## src/rtl/bridge_pkg.sv

```systemverilog
// Shared types and constants for the bridge responder: channel state encoding,
// disabled-trigger marker, vector widths and mode values.
package bridge_pkg;

  localparam int NCMD = 42;
  localparam int NSTS = 16;

  localparam logic [5:0] TRIG_OFF   = 6'h3F;
  localparam logic       MODE_PULSE = 1'b0;
  localparam logic       MODE_LEVEL = 1'b1;

  // Encoding chosen so bit 1 is the status level and bit 0 the countdown flag.
  typedef enum logic [1:0] {
    ST_LO      = 2'b00,
    ST_WAIT_HI = 2'b01,
    ST_HI      = 2'b10,
    ST_WAIT_LO = 2'b11
  } chan_state_t;

  function automatic logic state_sts(input chan_state_t s);
    return (s == ST_HI) || (s == ST_WAIT_LO);
  endfunction

  function automatic logic state_busy(input chan_state_t s);
    return (s == ST_WAIT_HI) || (s == ST_WAIT_LO);
  endfunction

endpackage

```

## src/rtl/bridge_resp_chan.sv

```systemverilog
// One responder channel: config registers, delay counter and the
// LO/WAIT_HI/HI/WAIT_LO state machine driven by a pre-detected trigger.
module bridge_resp_chan
  import bridge_pkg::*;
#(
  parameter int DLY_W = 4
) (
  input  logic             clk,
  input  logic             rst,
  input  logic             cfg_wr,
  input  logic [5:0]       cfg_trig,
  input  logic [DLY_W-1:0] cfg_dly,
  input  logic             cfg_mode,
  input  logic             hit,
  output logic [5:0]       trig,
  output logic             sts,
  output logic             busy,
  output chan_state_t      state
);

  logic [DLY_W-1:0] dly;
  logic             mode;
  logic [DLY_W-1:0] cnt;
  chan_state_t      next_state;
  logic [DLY_W-1:0] next_cnt;

  always_comb begin
    next_state = state;
    next_cnt   = cnt;
    case (state)
      ST_LO: begin
        if (hit) begin
          next_state = ST_WAIT_HI;
          next_cnt   = dly;
        end
      end
      ST_WAIT_HI: begin
        if (cnt == '0) next_state = ST_HI;
        else           next_cnt   = cnt - DLY_W'(1);
      end
      ST_HI: begin
        if (mode == MODE_PULSE) begin
          next_state = ST_LO;
        end else if (hit) begin
          next_state = ST_WAIT_LO;
          next_cnt   = dly;
        end
      end
      ST_WAIT_LO: begin
        if (cnt == '0) next_state = ST_LO;
        else           next_cnt   = cnt - DLY_W'(1);
      end
      default: begin
        next_state = ST_LO;
        next_cnt   = '0;
      end
    endcase
    // A config write discards any in-flight activity, including a same-cycle hit.
    if (cfg_wr) begin
      next_state = ST_LO;
      next_cnt   = '0;
    end
  end

  always_ff @(posedge clk) begin
    if (rst) begin
      trig  <= TRIG_OFF;
      dly   <= '0;
      mode  <= MODE_PULSE;
      state <= ST_LO;
      cnt   <= '0;
      sts   <= 1'b0;
      busy  <= 1'b0;
    end else begin
      if (cfg_wr) begin
        trig <= cfg_trig;
        dly  <= cfg_dly;
        mode <= cfg_mode;
      end
      state <= next_state;
      cnt   <= next_cnt;
      sts   <= state_sts(next_state);
      busy  <= state_busy(next_state);
    end
  end

endmodule

```

## src/rtl/bridge_responder.sv

```systemverilog
// Plant responder: registers the command vector for rising-edge detection,
// decodes config writes and routes each channel's selected command bit.
module bridge_responder
  import bridge_pkg::*;
#(
  parameter int DLY_W = 4,
  parameter int NCMD  = 42
) (
  input  logic              clk,
  input  logic              rst,
  input  logic [NCMD-1:0]   cmd,
  input  logic              cfg_we,
  input  logic [3:0]        cfg_addr,
  input  logic [5:0]        cfg_trig,
  input  logic [DLY_W-1:0]  cfg_dly,
  input  logic              cfg_mode,
  output logic [NSTS-1:0]   sts,
  output logic [NSTS-1:0]   busy,
  output logic [2*NSTS-1:0] dbg_state
);

  logic [NCMD-1:0] cmd_q;
  logic [NCMD-1:0] cmd_rise;

  always_ff @(posedge clk) begin
    if (rst) cmd_q <= '0;
    else     cmd_q <= cmd;
  end

  assign cmd_rise = cmd & ~cmd_q;

  for (genvar j = 0; j < NSTS; j++) begin : g_chan
    logic        chan_wr;
    logic        chan_hit;
    logic [5:0]  chan_trig;
    chan_state_t chan_st;

    assign chan_wr = cfg_we && (cfg_addr == 4'(j));

    // Indices at or beyond the vector width (including TRIG_OFF) never fire.
    always_comb begin
      chan_hit = 1'b0;
      if (int'(chan_trig) < NCMD) chan_hit = cmd_rise[chan_trig];
    end

    bridge_resp_chan #(.DLY_W(DLY_W)) u_chan (
      .clk      (clk),
      .rst      (rst),
      .cfg_wr   (chan_wr),
      .cfg_trig (cfg_trig),
      .cfg_dly  (cfg_dly),
      .cfg_mode (cfg_mode),
      .hit      (chan_hit),
      .trig     (chan_trig),
      .sts      (sts[j]),
      .busy     (busy[j]),
      .state    (chan_st)
    );

    assign dbg_state[2*j +: 2] = chan_st;
  end

endmodule

```

## config.mk

```make
export PLATFORM = sky130hd
export DESIGN_NAME = bridge_responder
export DESIGN_NICKNAME = d
export VERILOG_FILES = /design/src/rtl/bridge_pkg.sv /design/src/rtl/bridge_resp_chan.sv /design/src/rtl/bridge_responder.sv
export SDC_FILE = /design/constraint.sdc
export NUM_CORES = 1
export LEC_CHECK = 0
export CAP_MARGIN = 25
export CORE_ASPECT_RATIO = 0.7
export CORE_MARGIN = 1.5
export CORE_UTILIZATION = 55
export DETAILED_ROUTE_END_ITERATION = 7
export GPL_TIMING_DRIVEN = 0
export PLACE_DENSITY = 0.87
export REMOVE_ABC_BUFFERS = 1
export SYNTH_ARGS = -nofsm -noshare
export SYNTH_HDL_FRONTEND = slang
export SYNTH_HIERARCHICAL = 1
export SYNTH_SLANG_ARGS = --single-unit
```

## constraint.sdc

```tcl
create_clock -name clk -period 5.7 [get_ports clk]
set_input_delay 1.14 -clock clk [delete_from_list [all_inputs] [get_ports clk]]
set_output_delay 1.14 -clock clk [all_outputs]
set_load 0.02 [all_outputs]
```

# After elaboration in Yosys (flattened, before gate mapping)
# Index checks and enable logic that the tools add are counted.
[totals] regBits=346 output_inout_bits=64 inputBits=60 wordCells=659
[classes] add_sub_neg=16 mux=224 order_cmp=32 bitwise=2 eq_ne=143 reduce_logical=129
[ops] op="$mux W2" count=96
[ops] op="$mux W4" count=48
[ops] op="$pmux W4 S3" count=16
[ops] op="$eq A2 B2 Y1 const B" count=64
[ops] op="$pmux W2 S4" count=16
[ops] op="$lt A6 B7 Y1 const B" count=16
[ops] op="$bmux W1 S6" count=16
[ops] op="$lt A6 B6 Y1 const B" count=16
[ops] op="$logic_not A4 Y1" count=17
[ops] op="$eq A2 B1 Y1 const B" count=32
[ops] op="$reduce_or A2 Y1" count=32
[ops] op="$sub A4 B1 Y4 const B" count=16
[ops] op="$and A42 B42 Y42" count=1
[ops] op="$not A42 Y42" count=1
[ops] op="$eq A4 B4 Y1 const B" count=8
[ops] op="$logic_not A2 Y1" count=16
[ops] op="$logic_or A1 B1 Y1" count=32
[ops] op="$mux W1" count=32
[ops] op="$ne A2 B1 Y1 const B" count=16
[ops] op="$ne A2 B2 Y1 const B" count=16
[ops] op="$reduce_and A2 Y1" count=16
[ops] op="$eq A4 B3 Y1 const B" count=4
[ops] op="$logic_and A1 B1 Y1" count=16
[ops] op="$eq A4 B2 Y1 const B" count=2
[ops] op="$eq A4 B1 Y1 const B" count=1

# Depth between registers and ports, before layout
# Gate-level depths: netlist of run 1.
[depth] ltp_word=11 depth_mapped=10 ltp_nobuf=8

# Hierarchy
# The synthesis of run 1 kept the hierarchy.
[modules_own_cells] mod="bridge_resp_chan" area_each_um2=804.5 seq_area_each_um2=360.3 n_inst=16 cells_each=82
[modules_own_cells] mod="bridge_responder" area_each_um2=7701.1 seq_area_each_um2=840.8 n_inst=1 cells_each=699

# Worst setup path after synthesis of run 1
# OpenSTA, ideal clock, no wires.
[synth_timing] path_kind="input port to flip-flop" start="in cmd[15]" end="reg g_chan[0].u_chan.cnt[3]" arrival_ps=3122 required_ps=5641 setup_slack_ps=2519 stages=7 path_cell_list="nand2b_1 mux4_1 mux4_2 a2111oi_1 a21oi_2 a2111oi_2 a31o_1"
[synth_via] elab_chain_len=7
[synth_lines] item="from (decl)" line_no="bridge_responder.sv:11" source="input logic [NCMD-1:0] cmd,"
[synth_lines] item="$and A42 B42 Y42 *" line_no="bridge_responder.sv:30" source="assign cmd_rise = cmd & ~cmd_q;"
[synth_lines] item="$bmux W1 S6 *" line_no="bridge_responder.sv:43" source="if (int'(chan_trig) < NCMD) chan_hit = cmd_rise[chan_trig];"
[synth_lines] item="$mux W1 (implied by the code) *" line_no="bridge_responder.sv:43"
[synth_lines] item="$mux W1 *" line_no="bridge_responder.sv:43"
[synth_lines] item="via g_chan[0].chan_hit" line_no="bridge_responder.sv:34" source="logic chan_hit;"
[synth_lines] item="$mux W4 *"
[synth_lines] item="$mux W4"
[synth_lines] item="$pmux W4 S3 *"
[synth_lines] item="to (signal assigned)" line_no="bridge_resp_chan.sv:81" source="cnt <= next_cnt;"
[synth_lines] item="to (decl)" line_no="bridge_resp_chan.sv:23" source="logic [DLY_W-1:0] cnt;"
# The timed path passes the listed nets; every way through them passes the cells marked *. The select of a mux whose other input is x is not followed.
# A chain may end at the register's enable or synchronous reset.

# Final worst setup path of run 1
[layout_timing] start="in cmd[39]" end="reg g_chan[1].u_chan.cnt[2]"
[layout_via] elab_chain_len=7
[layout_lines] item="$and A42 B42 Y42 *" line_no="bridge_responder.sv:30"
[layout_lines] item="$bmux W1 S6 *" line_no="bridge_responder.sv:43"
[layout_lines] item="$mux W1 (implied by the code) *" line_no="bridge_responder.sv:43"
[layout_lines] item="$mux W1 *" line_no="bridge_responder.sv:43"
[layout_lines] item="via g_chan[1].chan_hit" line_no="bridge_responder.sv:34"
[layout_lines] item="$mux W4 *"
[layout_lines] item="$mux W4"
[layout_lines] item="$pmux W4 S3 *"
[layout_lines] item="to (signal assigned)" line_no="bridge_resp_chan.sv:81"
[layout_lines] item="to (decl)" line_no="bridge_resp_chan.sv:23"
# Marked as above.

==> results by group, run 1 <==
Run status
  • Status: complete, no violations

STA
  • Final min period: 4.21 ns
  • Slew Limit Fails: 0
  • Fmax: 238 MHz
  • Hold_ws: 0.495 ns
  • RSZ-0062 raised after global routing: false
  • Final worst path period share: 0.738
  • Setup Viol. Count Final: 0
  • Worst-Margin Slew: 1.16 ns
  • Slew headroom: 0.225
  • Clk_skew: 0.0206 ns
  • Final Hold Fails: 0
  • Final Worst Setup Slack: 1.49 ns

Setup path
  • CP max-delay cell: mux4_2
  • CP most frequent cell: nand2b_1
  • Critical Path RT: 6.15 ns
  • Crit path largest cell delay: 0.66 ns
  • CP endpoint: g_chan[1].u_chan/cnt[2]$_SDFFE_PP0P_
  • Launch point of the worst path: cmd[39]
  • Crit start category: primary input
  • WP data arrival: 4.65 ns
  • Worst R2R Setup Slack: 2.26 ns
  • CP Class: in2reg
  • FF-to-FF path depth: 8
  • RR Endpoint: g_chan[1].u_chan/cnt[2]$_SDFFE_PP0P_
  • CP Cell Sequence: clkdlybuf4s50_1 -> nand2b_1 -> mux4_2 -> a2111oi_0 -> o21bai_1 -> o32ai_1 -> a21oi_2 -> nand2b_1 -> o22ai_1
  • Crit. End Element: flip-flop
  • Crit-path max FO: 16
  • RR Startpoint: cmd_q[37]$_SDFF_PP0_

Layout
  • Share of cells above drive strength 1: 0.175
  • Area grow syn2layout: 12.2%
  • Nets: 2092

Clock tree
  • CTS tree: done
  • Post-cts resize count: 0
  • Setup bufs post-CTS: 0
  • Root buf cell: clkbuf_16
  • Hold_buf cts: 0
  • Clock transition at path regs: 0.06 ns
  • H-tree Lvls: 2
  • Clk Latency, worst-skew pair: 0.54 ns
  • Total CTS buffers: 34
  • Maximum clock path buffer count: 3
  • CTS Sinks: 330

Flow run
  • Max cap viols: 0

Pwr
  • PwrDens: 238 nW/um^2
  • Pwr Total: 0.00548 W
  • Worst VDD drop: 0.000236 V
  • Lkg Pwr: 8.11 nW

Drt
  • Routed WL: 57500 um
  • DR iter-0 viols: 1974
  • Routed WL per cell: 22.7 um
  • Post-DRT Antenna Nets: 0
  • Vias per std cell: 6.77
  • Routed vias: 17100
  • TritonRoute pass-1 iters: 7
  • DRC viols: 0

Global route
  • Overflow after GRT: 0
  • Initial antenna violation count: 3
  • Largest net degree at the start of global routing: 144
  • Gr usage total: 0.298
  • First-pass GRT wire length: 90200 um
  • Via count of the first global-routing pass: 16600

Floorplanning
  • Cell Rows: 59
  • Die area: 38600 sq um
  • # IOs: 124
  • Die span in x: 234 um
  • Core area: 37000 sq um
  • Die Span Y: 165 um
  • Initial core utilization: 0.556

Yosys
  • Synth area leaders: dfxtp_1 (32%), mux4_2 (15%), mux2i_1 (7.2%)
  • Number of distinct library cells after synthesis: 61
  • Syn Area/Cell: 10.2 sq um
  • Synth Instances: 2011
  • Register bit total from synthesis: 330
  • Ys flop type: dfxtp_1
  • EDFF count, synth: 0
  • Area leader, netlist: dfxtp_1
  • Register area share after synthesis: 0.321
  • Top post-synthesis cells by count: dfxtp_1 (330), nor2_1 (169), nor2b_1 (149)
  • Synthesized area: 20600 sq um
  • Ys Warns: 6
  • Async SR Flop Fraction: 0
  • Count leader, synth: dfxtp_1
  • Top cell type's share of synthesized area: 0.321

Hold path
  • Hold depth: 2
  • Worst hold path type: reg2reg

Place
  • Post-DP HPWL: 37000 um
  • IO buf count: 123
  • Gpl congestion: 0.902
  • Pre-CTS setup slack: 1.11 ns
## how the worst min path moves through the flow
| stage | startpoint | to | slack, ns |
|---|---|---|---|
| 2_1_floorplan | g_chan[0].u_chan/dly[2]$_SDFFE_PP0P_ | g_chan[0].u_chan/dly[2]$_SDFFE_PP0P_ | 0.46 |
| 5_1_grt | g_chan[1].u_chan/dly[2]$_SDFFE_PP0P_ | g_chan[1].u_chan/dly[2]$_SDFFE_PP0P_ | 0.52 |
| 6_report | g_chan[13].u_chan/dly[1]$_SDFFE_PP0P_ | g_chan[13].u_chan/dly[1]$_SDFFE_PP0P_ | 0.49 |
| 4_1_cts | g_chan[12].u_chan/dly[3]$_SDFFE_PP0P_ | g_chan[12].u_chan/dly[3]$_SDFFE_PP0P_ | 0.50 |
| 3_5_place_dp | g_chan[12].u_chan/dly[3]$_SDFFE_PP0P_ | g_chan[12].u_chan/dly[3]$_SDFFE_PP0P_ | 0.48 |
| 3_3_place_gp | g_chan[6].u_chan/dly[2]$_SDFFE_PP0P_ | g_chan[6].u_chan/dly[2]$_SDFFE_PP0P_ | 0.47 |
## per-layer routing
metal	wire, um	track usage	part of all wire	vias up
li1	-	-	-	7515
met1	22100	0.379	0.38	8181
met2	25400	0.462	0.44	1116
met3	7100	0.0944	0.12	318
met4	2940	0.142	0.051	0
met5	0	0	0	-
## registers in the layout, indices dropped and copies added (netlist names)
signal               count
g_chan.u_chan/state     32
g_chan.u_chan/trig      96
g_chan.u_chan/cnt       64
g_chan.u_chan/mode      16
g_chan.u_chan/sts       16
cmd_q                   42
g_chan.u_chan/dly       64
## cells by family (layout without fill, tap and decap cells)
family	after synthesis	count (layout)	synth area share
xor+xnor	16	16	0.00681
other cells	0	3	0
mux	309	309	0.251
simple gates	653	653	0.192
fa+ha+maj	16	16	0.00973
compound gates	432	432	0.160
buf+inv	255	283	0.0589
flops	330	330	0.321
## cell usage in the layout, fill, tap and decap left out, drive strengths merged, types with 28 or more instances in the layout
master | synthesis | layout
nand2 | 59 | 59
a2111oi | 28 | 28
a211o | 96 | 96
clkbuf | 97 | 44
nor2 | 185 | 185
mux4 | 160 | 160
clkdlybuf4s50 | 0 | 122
o21a | 32 | 32
o211ai | 33 | 33
nor2b | 149 | 149
o21ai | 88 | 88
nand2b | 103 | 103
inv | 74 | 75
a21oi | 47 | 47
dfxtp | 330 | 330
mux2i | 147 | 147
nor3 | 43 | 43
buf | 84 | 28
## critical path: cells and delay by family
family | cells | cell delay (ns)
buf+inv | 1 | 0.52
compound gates | 5 | 1.56
simple gates | 2 | 0.77
mux | 1 | 0.66
## power breakdown
group | switching (W) | internal [W] | leakage, nW
Combinational | 0.000388 | 0.000322 | 4.86
Clock | 0.000979 | 0.00138 | 0.573
Sequential | 0.0000625 | 0.00235 | 2.68
## layout make-up
| class | count | area [sq um] |
|---|---|---|
| antenna | 3 | 7.51 |
| clock buffer | 44 | 1000 |
| clock inverter | 15 | 169 |
| fill | 2811 | 13900 |
| inverter | 74 | 278 |
| multi-input combinational | 1426 | 12800 |
| sequential | 330 | 6610 |
| tap | 488 | 611 |
| timing repair buffer | 150 | 1600 |
## through the flow
stage	cell area [sq um]	cells	util	TNS, ns
3_5_place_dp	21900	2466	0.591	0
5_1_grt	23100	2530	0.624	0
6_report	23100	2530	0.624	0
2_1_floorplan	19600	1830	-	0
4_1_cts	23000	2525	0.623	0
3_3_place_gp	21500	2441	0.581	-1102.40
Power figures use the tool's default switching activity.
==> run 2: changes to the inputs <==
- clock period: 5.7 -> 4.1 ns (I/O delays scaled with it)
==> results of run 2 <==
The final DEF is identical to that of run 1. Status: complete, no violations.
Main changes from that run: setup slack after placement 1.11 ns -> -0.168 ns; setup slack after layout 1.49 ns -> 0.212 ns; register-to-register setup slack 2.26 ns -> 0.66 ns; total power 0.00548 W -> 0.00762 W; worst IR drop on VDD 0.000236 V -> 0.000328 V
